`config.mk`:
```
export PLATFORM = sky130hd
export DESIGN_NAME = skey_reader_flat
export DESIGN_NICKNAME = d
export VERILOG_FILES = /design/src/rtl/skey_reader_if.sv /design/src/rtl/skey_reader.sv /design/src/flat_wrapper.sv
export SDC_FILE = /design/constraint.sdc
export NUM_CORES = 1
export LEC_CHECK = 0
export BUFFER_PORTS_ARGS = -buffer_cell sky130_fd_sc_hd__buf_2
export CORE_MARGIN = 1.5
export CORE_UTILIZATION = 60
export CTS_BUF_LIST = sky130_fd_sc_hd__clkbuf_16
export CTS_CLUSTER_SIZE = 25
export DETAILED_ROUTE_END_ITERATION = 16
export MAX_ROUTING_LAYER = met4
export PLACE_DENSITY = 0.81
export RECOVER_POWER = 25
export SYNTH_ARGS = -nofsm -noshare
export SYNTH_HDL_FRONTEND = slang
export SYNTH_SLANG_ARGS = --single-unit
```
`constraint.sdc`:
```
create_clock -name mclk -period 3.55 [get_ports mclk]
set_input_delay 0.355 -clock mclk [delete_from_list [all_inputs] [get_ports mclk]]
set_output_delay 0.355 -clock mclk [all_outputs]
set_load 0.01 [all_outputs]
```
`src/rtl/skey_reader_if.sv`:
```
// ROM read bus and key-word stream between skey_reader and its neighbours.
// master: the reader (drives ROM address/enable and the stream head).
// slave:  the ROM and the consumer side.
interface skey_reader_if #(
  parameter int ADDR_MSB = 3
);
  logic [ADDR_MSB:0] skey_addr;
  logic              skey_cen;
  logic [15:0]       skey_dout;
  logic [15:0]       key_word;
  logic [ADDR_MSB:0] key_idx;
  logic              key_last;
  logic              key_valid;
  logic              key_ready;

  modport master (
    output skey_addr, skey_cen, key_word, key_idx, key_last, key_valid,
    input  skey_dout, key_ready
  );

  modport slave (
    input  skey_addr, skey_cen, key_word, key_idx, key_last, key_valid,
    output skey_dout, key_ready
  );
endinterface

```
`src/rtl/skey_reader.sv`:
```
// Secret-key ROM read sequencer: walks ROM words 0..WORDS-1 after a start
// pulse and streams them out through a credit-controlled output FIFO.
//
// state   | meaning
// --------+----------------------------------------------------------
// S_IDLE  | waiting for start; ROM disabled
// S_FETCH | issuing ROM reads whenever a FIFO slot is guaranteed
// S_DRAIN | all reads issued; waiting for the last word to transfer
// S_DONE  | one-cycle done pulse, then back to idle
module skey_reader #(
  parameter int ADDR_MSB   = 3,
  parameter int MEM_SIZE   = 32,
  parameter int FIFO_DEPTH = 4
) (
  input  logic mclk,
  input  logic puc_rst,
  input  logic start,
  input  logic abort,
  output logic busy,
  output logic done,
  skey_reader_if.master bus
);

  localparam int AW    = ADDR_MSB + 1;
  localparam int WORDS = MEM_SIZE / 2;
  localparam int PW    = $clog2(FIFO_DEPTH);
  localparam int CW    = PW + 1;
  localparam int SW    = CW + 1;

  localparam logic [AW-1:0] LAST_IDX = AW'(WORDS - 1);
  localparam logic [SW-1:0] DEPTH_S  = SW'(FIFO_DEPTH);
  localparam logic [CW-1:0] DEPTH_C  = CW'(FIFO_DEPTH);

  typedef enum logic [1:0] {
    S_IDLE  = 2'd0,
    S_FETCH = 2'd1,
    S_DRAIN = 2'd2,
    S_DONE  = 2'd3
  } state_e;

  state_e state_q, state_d;

  logic [AW-1:0] issue_cnt_q, issue_cnt_d;
  logic [AW-1:0] addr_q, addr_d;
  logic          cen_q, cen_d;
  logic          s1_q, s1_d;
  logic [AW-1:0] s1_idx_q, s1_idx_d;
  logic          s2_q, s2_d;
  logic [AW-1:0] s2_idx_q, s2_idx_d;
  logic          busy_q, busy_d;
  logic          done_q, done_d;

  logic [15:0]           fifo_word_q [FIFO_DEPTH];
  logic [15:0]           fifo_word_d [FIFO_DEPTH];
  logic [AW-1:0]         fifo_idx_q  [FIFO_DEPTH];
  logic [AW-1:0]         fifo_idx_d  [FIFO_DEPTH];
  logic [FIFO_DEPTH-1:0] fifo_last_q, fifo_last_d;
  logic [PW-1:0]         wr_ptr_q, wr_ptr_d;
  logic [PW-1:0]         rd_ptr_q, rd_ptr_d;
  logic [CW-1:0]         count_q, count_d;

  logic          key_valid;
  logic          fifo_push;
  logic          fifo_pop;
  logic          fifo_full;
  logic          head_last;
  logic [SW-1:0] credit_used;
  logic          credit_ok;
  logic          issue;
  logic [AW-1:0] issue_idx;

  assign key_valid = (count_q != '0);
  assign fifo_push = s2_q;
  assign fifo_pop  = key_valid && bus.key_ready;
  assign fifo_full = (count_q == DEPTH_C);
  assign head_last = fifo_last_q[rd_ptr_q];

  // Words already buffered plus both reads in flight must fit in the FIFO;
  // a pop in the current cycle is deliberately not counted as a free slot.
  assign credit_used = SW'(count_q) + SW'(s1_q) + SW'(s2_q);
  assign credit_ok   = (credit_used < DEPTH_S);

  // Next-state logic: sequencing, read issue, read pipeline and FIFO.
  always_comb begin
    state_d     = state_q;
    issue_cnt_d = issue_cnt_q;
    addr_d      = addr_q;
    cen_d       = 1'b1;
    s1_d        = 1'b0;
    s1_idx_d    = s1_idx_q;
    s2_d        = s1_q;
    s2_idx_d    = s1_idx_q;
    fifo_word_d = fifo_word_q;
    fifo_idx_d  = fifo_idx_q;
    fifo_last_d = fifo_last_q;
    wr_ptr_d    = wr_ptr_q;
    rd_ptr_d    = rd_ptr_q;
    count_d     = count_q;
    issue       = 1'b0;
    issue_idx   = (state_q == S_IDLE) ? '0 : issue_cnt_q;

    case (state_q)
      S_IDLE: begin
        if (start) begin
          state_d     = S_FETCH;
          issue_cnt_d = '0;
          issue       = credit_ok;
        end
      end
      S_FETCH: begin
        issue = credit_ok;
      end
      S_DRAIN: begin
        if (fifo_pop && head_last && !s1_q && !s2_q) begin
          state_d = S_DONE;
        end
      end
      S_DONE: begin
        state_d = S_IDLE;
      end
      default: begin
        state_d = S_IDLE;
      end
    endcase

    // The counter stops at the last index instead of wrapping.
    if (issue) begin
      cen_d    = 1'b0;
      addr_d   = issue_idx;
      s1_d     = 1'b1;
      s1_idx_d = issue_idx;
      if (issue_idx == LAST_IDX) begin
        state_d = S_DRAIN;
      end else begin
        issue_cnt_d = issue_idx + AW'(1);
      end
    end

    if (fifo_push) begin
      fifo_word_d[wr_ptr_q] = bus.skey_dout;
      fifo_idx_d[wr_ptr_q]  = s2_idx_q;
      fifo_last_d[wr_ptr_q] = (s2_idx_q == LAST_IDX);
      wr_ptr_d              = wr_ptr_q + PW'(1);
    end
    if (fifo_pop) begin
      rd_ptr_d = rd_ptr_q + PW'(1);
    end
    case ({fifo_push, fifo_pop})
      2'b10:   count_d = count_q + CW'(1);
      2'b01:   count_d = count_q - CW'(1);
      default: count_d = count_q;
    endcase

    // Abort discards everything buffered or still returning from the ROM.
    if (abort) begin
      state_d     = S_IDLE;
      issue_cnt_d = '0;
      cen_d       = 1'b1;
      s1_d        = 1'b0;
      s2_d        = 1'b0;
      wr_ptr_d    = '0;
      rd_ptr_d    = '0;
      count_d     = '0;
    end

    busy_d = (state_d == S_FETCH) || (state_d == S_DRAIN);
    done_d = (state_d == S_DONE);
  end

  // All state, including the FSM and registered outputs, updates here.
  always_ff @(posedge mclk) begin
    if (puc_rst) begin
      state_q     <= S_IDLE;
      issue_cnt_q <= '0;
      addr_q      <= '0;
      cen_q       <= 1'b1;
      s1_q        <= 1'b0;
      s1_idx_q    <= '0;
      s2_q        <= 1'b0;
      s2_idx_q    <= '0;
      busy_q      <= 1'b0;
      done_q      <= 1'b0;
      for (int i = 0; i < FIFO_DEPTH; i++) begin
        fifo_word_q[i] <= '0;
        fifo_idx_q[i]  <= '0;
      end
      fifo_last_q <= '0;
      wr_ptr_q    <= '0;
      rd_ptr_q    <= '0;
      count_q     <= '0;
    end else begin
      state_q     <= state_d;
      issue_cnt_q <= issue_cnt_d;
      addr_q      <= addr_d;
      cen_q       <= cen_d;
      s1_q        <= s1_d;
      s1_idx_q    <= s1_idx_d;
      s2_q        <= s2_d;
      s2_idx_q    <= s2_idx_d;
      busy_q      <= busy_d;
      done_q      <= done_d;
      fifo_word_q <= fifo_word_d;
      fifo_idx_q  <= fifo_idx_d;
      fifo_last_q <= fifo_last_d;
      wr_ptr_q    <= wr_ptr_d;
      rd_ptr_q    <= rd_ptr_d;
      count_q     <= count_d;
    end
  end

  // A push into a full FIFO without a matching pop means the credit rule broke.
  always_ff @(posedge mclk) begin
    if (!puc_rst) begin
      assert (!(fifo_push && !fifo_pop && fifo_full));
    end
  end

  assign bus.skey_addr = addr_q;
  assign bus.skey_cen  = cen_q;
  assign bus.key_word  = fifo_word_q[rd_ptr_q];
  assign bus.key_idx   = fifo_idx_q[rd_ptr_q];
  assign bus.key_last  = head_last;
  assign bus.key_valid = key_valid;
  assign busy          = busy_q;
  assign done          = done_q;

endmodule

```
`src/flat_wrapper.sv`:
```
// flat-port wrapper written by rule: the top's interface ports become plain ports
module skey_reader_flat 
#(
  parameter int ADDR_MSB   = 3,
  parameter int MEM_SIZE   = 32,
  parameter int FIFO_DEPTH = 4
)
  (mclk, puc_rst, start, abort, busy, done, bus_skey_addr, bus_skey_cen, bus_key_word, bus_key_idx, bus_key_last, bus_key_valid, bus_skey_dout, bus_key_ready);
  skey_reader_if #(.ADDR_MSB(ADDR_MSB)) bus_i ();
  input  logic mclk;
  input  logic puc_rst;
  input  logic start;
  input  logic abort;
  output logic busy;
  output logic done;
  output wire logic [$bits(bus_i.skey_addr)-1:0] bus_skey_addr;
  output wire logic [$bits(bus_i.skey_cen)-1:0] bus_skey_cen;
  output wire logic [$bits(bus_i.key_word)-1:0] bus_key_word;
  output wire logic [$bits(bus_i.key_idx)-1:0] bus_key_idx;
  output wire logic [$bits(bus_i.key_last)-1:0] bus_key_last;
  output wire logic [$bits(bus_i.key_valid)-1:0] bus_key_valid;
  input wire logic [$bits(bus_i.skey_dout)-1:0] bus_skey_dout;
  input wire logic [$bits(bus_i.key_ready)-1:0] bus_key_ready;
  assign bus_skey_addr = bus_i.skey_addr;
  assign bus_skey_cen = bus_i.skey_cen;
  assign bus_key_word = bus_i.key_word;
  assign bus_key_idx = bus_i.key_idx;
  assign bus_key_last = bus_i.key_last;
  assign bus_key_valid = bus_i.key_valid;
  assign bus_i.skey_dout = bus_skey_dout;
  assign bus_i.key_ready = bus_key_ready;
  skey_reader #(.ADDR_MSB(ADDR_MSB), .MEM_SIZE(MEM_SIZE), .FIFO_DEPTH(FIFO_DEPTH)) u_core (.mclk(mclk), .puc_rst(puc_rst), .start(start), .abort(abort), .busy(busy), .done(done), .bus(bus_i));
endmodule
```
=== Yosys cells after proc, flatten, opt, wreduce, memory -nomap -nowiden ===
Cells that the tools add are included.

* Add/sub/neg operators: 7
* $lt $le $gt $ge: 7
* Equal/unequal tests: 10
* Mux-type cells: 33
* Bitwise logic cells: 2
* Reductions and logical operators: 13

{| class="wikitable"
|+ Operators by type and width
! kind !! count
|-
| $bwmux W64 || 1
|-
| $mux W16 || 3
|-
| $bmux W16 S2 || 1
|-
| $demux W16 S2 || 1
|-
| $mux W4 || 8
|-
| $bwmux W16 || 1
|-
| $eq A2 B2 Y1 const B || 5
|-
| $mux W2 || 5
|-
| $bmux W4 S2 || 1
|-
| $demux W4 S2 || 1
|-
| $eq A4 B4 Y1 const B || 2
|-
| $eq A2 B1 Y1 const B || 3
|-
| $ge A3 B3 Y1 const B || 2
|-
| $logic_and A1 B1 Y1 || 6
|-
| $lt A2 B3 Y1 const B || 2
|-
| $not A2 Y3 || 2
|-
| $pmux W2 S3 || 1
|-
| $pmux W3 S2 || 1
|-
| $mux W1 || 5
|-
| $add A2 B1 Y2 const B || 2
|-
| $add A3 B1 Y4 || 1
|-
| $add A4 B1 Y4 || 1
|-
| $add A4 B1 Y4 const B || 1
|-
| $bwmux W4 || 1
|-
| other kinds (14) || 15
|}

* Flip-flop bits (word level): 110
* Input port bits: 21
* Output and inout port bits: 29

=== Logic depth before layout (Yosys ltp) ===
Gate-level depths: netlist of run 1.

* Depth in word-level cells: 12
* Depth in mapped cells: 9
* Mapped depth without buffers: 9

=== Worst setup path after synthesis of run 1 ===
OpenSTA, ideal clock, no wires.

* Path kind: register -> register
* Start point: register u_core.state_q[0]
* End point: register u_core.busy_q, in the netlist u_core.busy
* Data arrival time: 1.805 ns
* Path slack: 1.617 ns
* Cell stages (with the launch flop): 9
* Buffers on the path: 0
* Period minus slack after synthesis: 1.933 ns
* Cells stage by stage: dfxtp_1 > nor2_1 > nor2b_1 > ha_1 > and3_1 > a221oi_1 > nor2b_1 > ha_1 > nor2b_1

* Word-level cells in the longest chain between the ends: 8
* Elaborated cells on any way between the ends: 16

{| class="wikitable"
|+ RTL lines
! what !! line !! text
|-
| from (decl) || skey_reader.sv:41 || <nowiki>state_e state_q, state_d;</nowiki>
|-
| from (signal assigned) || skey_reader.sv:192 || <nowiki>state_q <= state_d;</nowiki>
|-
| $logic_not A2 Y1 * || skey_reader.sv:100 || <nowiki>issue_idx = (state_q == S_IDLE) ? '0 : issue_cnt_q;</nowiki>
|-
| $mux W4 * || skey_reader.sv:100 ||
|-
| named net u_core.issue_idx[0] || skey_reader.sv:70 || <nowiki>logic [AW-1:0] issue_idx;</nowiki>
|-
| $eq A4 B4 Y1 * || skey_reader.sv:132 || <nowiki>if (issue_idx == LAST_IDX) begin</nowiki>
|-
| $mux W2 * || skey_reader.sv:132 ||
|-
| $mux W2 * || skey_reader.sv:127 || <nowiki>if (issue) begin</nowiki>
|-
| $mux W2 * || skey_reader.sv:155 || <nowiki>if (abort) begin</nowiki>
|-
| named net u_core.state_d[0] || skey_reader.sv:41 ||
|-
| $eq A2 B1 Y1 / $eq A2 B2 Y1 (equally long branches) || skey_reader.sv:166 || <nowiki>busy_d = (state_d == S_FETCH) || (state_d == S_DRAIN);</nowiki>
|-
| $logic_or A1 B1 Y1 * || skey_reader.sv:166 ||
|-
| named net u_core.busy_d || skey_reader.sv:50 || <nowiki>logic busy_q, busy_d;</nowiki>
|-
| to (signal assigned) || skey_reader.sv:200 || <nowiki>busy_q <= busy_d;</nowiki>
|-
| to (decl) || skey_reader.sv:50 ||
|}

The timed path passes the listed nets; every way through them passes the cells marked *.
A chain may end at the register's enable or synchronous reset.

=== Final worst setup path of run 1 ===
* Start point: input puc_rst
* End point: register u_core.rd_ptr_q[1]

* Word-level cells in the longest chain between the ends: 1

{| class="wikitable"
|+ RTL lines
! what !! line !! text
|-
| from (decl) || flat_wrapper.sv:11 || <nowiki>input logic puc_rst;</nowiki>
|-
| $reduce_or A2 Y1 (no source line) || - ||
|-
| to (signal assigned) || skey_reader.sv:206 || <nowiki>rd_ptr_q <= rd_ptr_d;</nowiki>
|-
| to (decl) || skey_reader.sv:59 || <nowiki>logic [PW-1:0] rd_ptr_q, rd_ptr_d;</nowiki>
|}

No other way between the ends.

==> qor.csv, run 1 <==
metric,value,unit
status,finished with violations,
violated checks,"capacitance limit, slew limit",
Psw,0.498,mW
n_diodes,0,
Overflow after GRT,0,
Total GRT Usage,26.3,%
chip width,90.0,µm
RSZ-0062 raised after global routing,false,
FF-to-FF path depth,7,
Worst path max stage delay,1530,ps
Post-CTS Hold Buffers,0,
dpl cells,637,
Multi-input gate area,2170,µm²
pre-CTS setup slack,1250,ps
Layout Nets,579,
"commonest non-fill, non-tap cell in the layout",nand2_1,
pin count of the biggest net entering global routing,50,
Yosys cell types,36,
DR pass1 iterations,4,
Sequential Power Share,50.8,%
Initial Utilization,62.3,%
Most common cell on crit path,clkbuf_1,
Syn Area/Cell,8.75,µm²
Final Instance Area,5120,µm²
Final ANT Viol Nets,0,
ratio of cells with drive above 1 in the final layout,15.0,%
Peak VDD IR,310,µV
Final setup viols,0,
die area,8100,µm²
reg2reg start,u_core.fifo_push,
Reg2Reg Setup Slack,1190,ps
Sink Count,110,
Worst Clk Skew,5.33,ps
hold_ws,284,ps
Max-cap violations,2,
io pins,50,
largest area contributor in the netlist,dfxtp_1,
Int Pwr,1.96,mW
relative slew slack,-39.2,%
synth warn,0,
Site Rows,31,
WL final,9.98,mm
fillcell total,571,
Die H,90.0,µm
Critical Path RT,3770,ps
most frequent cells in the layout,"nand2_1, dfxtp_1, a21oi_1",
number of global-route vias before repair,3546,
vias per cell,5.61,
Clock power frac,45.8,%
Hold Crit Start,bus_skey_dout[9],
fin crit period,2490,ps
Final Cycle Share,70.1,%
Post-CTS Setup Bufs,0,
CP endpoint kind,flip-flop,
CTS Buf Count,9,
"FF+latch count, synth",110,
Final WS setup,1060,ps
Tightest Pin Transition,2090,ps
register area share after synthesis,48.5,%
Finished Layout Cells,653,
RD Place Congestion,0.882,
FMAX,402,MHz
PortBufs,49,
pwr dens,479,nW/µm²
Critical path origin,puc_rst,
DP Area,4800,µm²
synthesized net count,549,
Layout area overhead,12.8,%
critical path class,input pin to flip-flop,
mapped cell area,4540,µm²
CTS tree,done,
Worst-path clk slew,70,ps
Core Footprint,7290,µm²
Hold Path Cell Cnt,3,
Sw Ratio,20.3,%
Main synth FF type,dfxtp_1,
vias,3665,
crit-path max FO,49,
Combinational Power Share,3.4,%
Fin. Hold Viols,0,
Worst path slowest cell,clkbuf_1,
Min-Delay Path Class,input pin to flip-flop,
first-pass GRT wire length,16.5,mm
insertion delay to the later sink of the worst-skew pair,340,ps
Post-synth EDFFs,0,
Pleak,1.80,nW
Critical Path Source Type,input pin,
post-CTS resize count,0,
Register Area,2200,µm²
DRT iter0 DRCs,211,
Syn Inst Count,519,
Yosys top cell area share,48.5,%
Max Buffers Root-to-Sink,2,
CTS H-tree depth,3,
WL/cell,15.3,µm
worst path cell trace,"clkbuf_1, clkbuf_1, or2_2, nor2_1",
async set-reset flop share out of synthesis,0,%
Synth area leaders,"dfxtp_1, nand2_1, mux4_2",
Final Slew Violations,93,
Setup TNS Final,0,ps
initial antenna violation count,0,
detailed-route DRC error count,0,
Post-DP HPWL,6.10,mm
crit path DAT,2710,ps
clock root cell,clkbuf_16,
[cells by family after synthesis]
logic type	after synthesis	synth area share, %
AND/OR/NAND/NOR	226	20.6
flip-flops	110	48.5
AO/OA/AOI/OAI	101	12.0
buffers and inverters	42	3.78
multiplexers	26	11.5
adder cells (fa/ha/maj)	9	2.65
XOR/XNOR	5	0.965
[per-layer routing]
metal	up-vias	GRT usage (%)	share of wire (%)
met3	8	5.50	5.7
li1	1792	-	-
met4	0	7.67	0.66
met2	107	44.7	51
met1	1758	31.6	43
met5	-	-	0
[sequential cells by signal (all words and copies together) (netlist names)]
signal	cells
u_core.issue_cnt_q	4
u_core.done	1
u_core.rd_ptr_q	2
u_core.bus.skey_cen	1
u_core.fifo_push	1
u_core.s2_idx_q	4
u_core.count_q	3
u_core.bus.skey_addr	4
u_core.fifo_idx_q	16
u_core.fifo_last_q	4
u_core.s1_q	1
u_core.fifo_word_q	64
u_core.state_q	2
u_core.wr_ptr_q	2
u_core.busy	1
[synth_stat cells, types with 2 or more instances]
cell type	instances
mux4_2	21
or2_2	2
nor2b_1	9
nand3_1	5
inv_1	7
nor2_1	24
o21ai_0	3
nor3_1	2
or3_1	2
dfxtp_1	110
ha_1	8
nand2_1	167
buf_1	3
xnor2_1	2
xor2_1	3
clkbuf_1	26
mux2i_1	5
a21oi_1	90
nand3b_1	3
and2_1	6
o2111ai_2	2
buf_2	5
[final timing paths]
path | end
worst max-delay path | u_core.rd_ptr_q[1]
worst min-delay path | u_core.fifo_word_q[41]
worst max register to register | u_core.busy
worst min register to register | u_core.fifo_word_q[13]
[stage by stage]
step / power, mW / util (%)
2_1_floorplan: 1.33 / -
3_3_place_gp: 1.36 / 65.9
3_5_place_dp: 1.36 / 65.9
4_1_cts: 2.46 / 70.5
5_1_grt: 2.52 / 70.2
6_report: 2.45 / 70.2
[power by group through the flow]
stage                     logic [mW]  clock network [mW]  registers [mW]
after floorplan               0.0519                   0            1.27
after global placement        0.0822                   0            1.27
after detailed placement      0.0840                   0            1.28
after CTS                     0.0845                1.13            1.25
after global routing          0.0915                1.19            1.25
final                         0.0836                1.12            1.25
[area by class of cell]
cell class / instances / share of cell area, %
clock buffer: 9 / 4.40
clock inverter: 7 / 2.22
inverter: 7 / 0.513
multi-input combinational: 367 / 42.3
sequential: 110 / 43.0
tap: 99 / 2.42
timing repair buffer: 54 / 5.15
[critical path: cells and delay by family]
family	cells	cell delay, ps
buffers and inverters	2	1760
and+or+nand+nor	2	580
Power figures use the tool's default switching activity.
==> run 2, diff against run 1 <==
- CORE_UTILIZATION: 60 -> 52
- PLACE_DENSITY: 0.81 -> 0.75
- clock period: 3.55 -> 2.2 ns (I/O delays scaled with it)
==> run 2 against run 1 <==
The flow now finishes without violations. Worst hold slack got worse by 140 ps. Die area increased by 15%. Sequential share of layout area decreased by 1.1 points. Register-to-register slack got worse by 1000 ps. Clock-buffer cell count unchanged. Sequential cell count unchanged. Largest cell class unchanged. Critical path depth decreased by 1. Combinational power increased by 79%. Design area increased by 2.5%. Clock power increased by 48%. Largest power group unchanged. Critical endpoint is now bus_key_idx[1]. Cell count increased by 2.9%.
==> qor.csv, run 2 (same netlist as run 1, synthesis figures left out) <==
metric,value,unit,change
status,"complete, no violations",,
pin count of the biggest net entering global routing,96,,+92%
fin crit period,2090,ps,
Critical Path RT,1980,ps,-1790 ps
Final setup viols,0,,unchanged
Site Rows,33,,+6.5%
pre-CTS setup slack,95.9,ps,-1150 ps
vias,3761,,+2.6%
Critical Path Source Type,flip-flop,,
Total GRT Usage,24.1,%,-2.2 points
Final Slew Violations,0,,-100%
die area,9300,µm²,+15%
CP endpoint kind,primary output,,
Post-DP HPWL,6.69,mm,+9.7%
pwr dens,727,nW/µm²,+52%
fin util,63.0,%,-7.3 points
Layout area overhead,15.7,%,
most frequent cells in the layout,"nand2_1, dfxtp_1, a21oi_1",,
WL final,10.4,mm,+3.7%
detailed-route DRC error count,0,,unchanged
Max-cap violations,0,,-2
first-pass GRT wire length,16.5,mm,-0.25%
chip width,96.4,µm,+7.2%
max reg flops,64,,unchanged
Fin. Hold Viols,0,,unchanged
CTS tree,done,,
"commonest non-fill, non-tap cell in the layout",nand2_1,,
Largest Register,u_core.fifo_word_q,,
ratio of cells with drive above 1 in the final layout,17.8,%,+2.8 points
Worst-path clk slew,70,ps,about the same
DRT iter0 DRCs,220,,+4.3%
io pins,50,,unchanged
worst path cell trace,"buf_4, mux4_2, buf_2",,
Core Footprint,8340,µm²,+14%
insertion delay to the later sink of the worst-skew pair,340,ps,about the same
Max Buffers Root-to-Sink,2,,unchanged
Final Cycle Share,94.9,%,
Overflow after GRT,0,,unchanged
n_diodes,0,,unchanged
Sink Count,110,,unchanged
Worst path slowest cell,mux4_2,,
Pleak,1.87,nW,+3.8%
DR pass1 iterations,4,,unchanged
Worst Clk Skew,5.45,ps,+0.119 ps
crit path DAT,1870,ps,-840 ps
Final WS setup,112,ps,-948 ps
vias per cell,5.60,,-0.28%
Setup TNS Final,0,ps,unchanged
crit-path max FO,22,,-55%
clock root cell,clkbuf_16,,
CTS H-tree depth,3,,unchanged
FMAX,479,MHz,
number of global-route vias before repair,3503,,-1.2%
critical path class,flip-flop to primary output,,
Tightest Pin Transition,506,ps,-1580 ps
Layout Nets,594,,+2.6%
Final ANT Viol Nets,0,,unchanged
PortBufs,49,,unchanged
RD Place Congestion,0.859,,-2.7%
relative slew slack,66.3,%,+110 points
RSZ-0062 raised after global routing,false,,
initial antenna violation count,0,,unchanged
Die H,96.4,µm,+7.2%
CTS Buf Count,9,,unchanged
biggest regs,"u_core.fifo_word_q: 64 flops, u_core.fifo_idx_q: 16 flops",,
Initial Utilization,54.4,%,-7.8 points
Min-Delay Path Class,input pin to flip-flop,,
Worst path max stage delay,590,ps,-940 ps
WL/cell,15.4,µm,+0.78%
Peak VDD IR,511,µV,+65%
-- run 2: power by group --
group / switching [mW] / leakage, nW / internal (mW) / total [mW]
logic: 0.0949 / 0.831 / 0.0552 / 0.150
clock network: 0.679 / 0.153 / 0.981 / 1.66
registers: 0.00676 / 0.887 / 2.00 / 2.01
-- run 2: routing by layer --
| layer | track usage [%] | vias up | wire length [µm] |
|---|---|---|---|
| met5 | - | - | 0 |
| met4 | 7.61 | 0 | 102 |
| met3 | 4.85 | 12 | 582 |
| met2 | 41.4 | 120 | 5390 |
| met1 | 28.3 | 1805 | 4280 |
| li1 | - | 1824 | - |
-- run 2: area by class of cell --
class | count | area (µm²)
inverters | 7 | 26.3
repair buffers | 69 | 417
flip-flops and latches | 110 | 2200
clock buffers | 9 | 225
clock inverters | 5 | 77.6
fillers | 712 | 3090
well taps | 105 | 131
multi-input cells | 367 | 2170
-- run 2: worst max-delay path: cells and delay by family (launching register included) --
kind,cells,cell delay [ps]
flip-flops,1,350
multiplexers,1,590
buffers and inverters,2,560
-- run 2: metrics by stage --
stage | power, mW | hold WS, ps | cell area, µm² | instances
2_1_floorplan | 2.14 | 353 | 4540 | 519
5_1_grt | 3.95 | 146 | 5250 | 672
3_3_place_gp | 2.20 | 438 | 4950 | 657
3_5_place_dp | 2.20 | 447 | 4950 | 657
6_report | 3.82 | 146 | 5250 | 672
4_1_cts | 3.84 | 142 | 5260 | 671
-- run 2: timing repair --
action / in CTS / in global routing
endpoints found under the setup margin: 0 / 2
hold endpoints to repair: 0 / 0
buffers inserted: 0 / 1
gates resized for setup: 0 / 3
hold buffers: 0 / 0
-- run 2: worst paths after layout --
kind / startpoint / to / slack, ps / cells after the start
min reg2reg: u_core.fifo_word_q[30] / u_core.fifo_word_q[30] / 450 / 2
max: u_core.rd_ptr_q[0] / bus_key_idx[1] / 110 / 3
min: bus_skey_dout[3] / u_core.fifo_word_q[3] / 150 / 3
max reg2reg: u_core.fifo_push / u_core.count_q[2] / 180 / 8
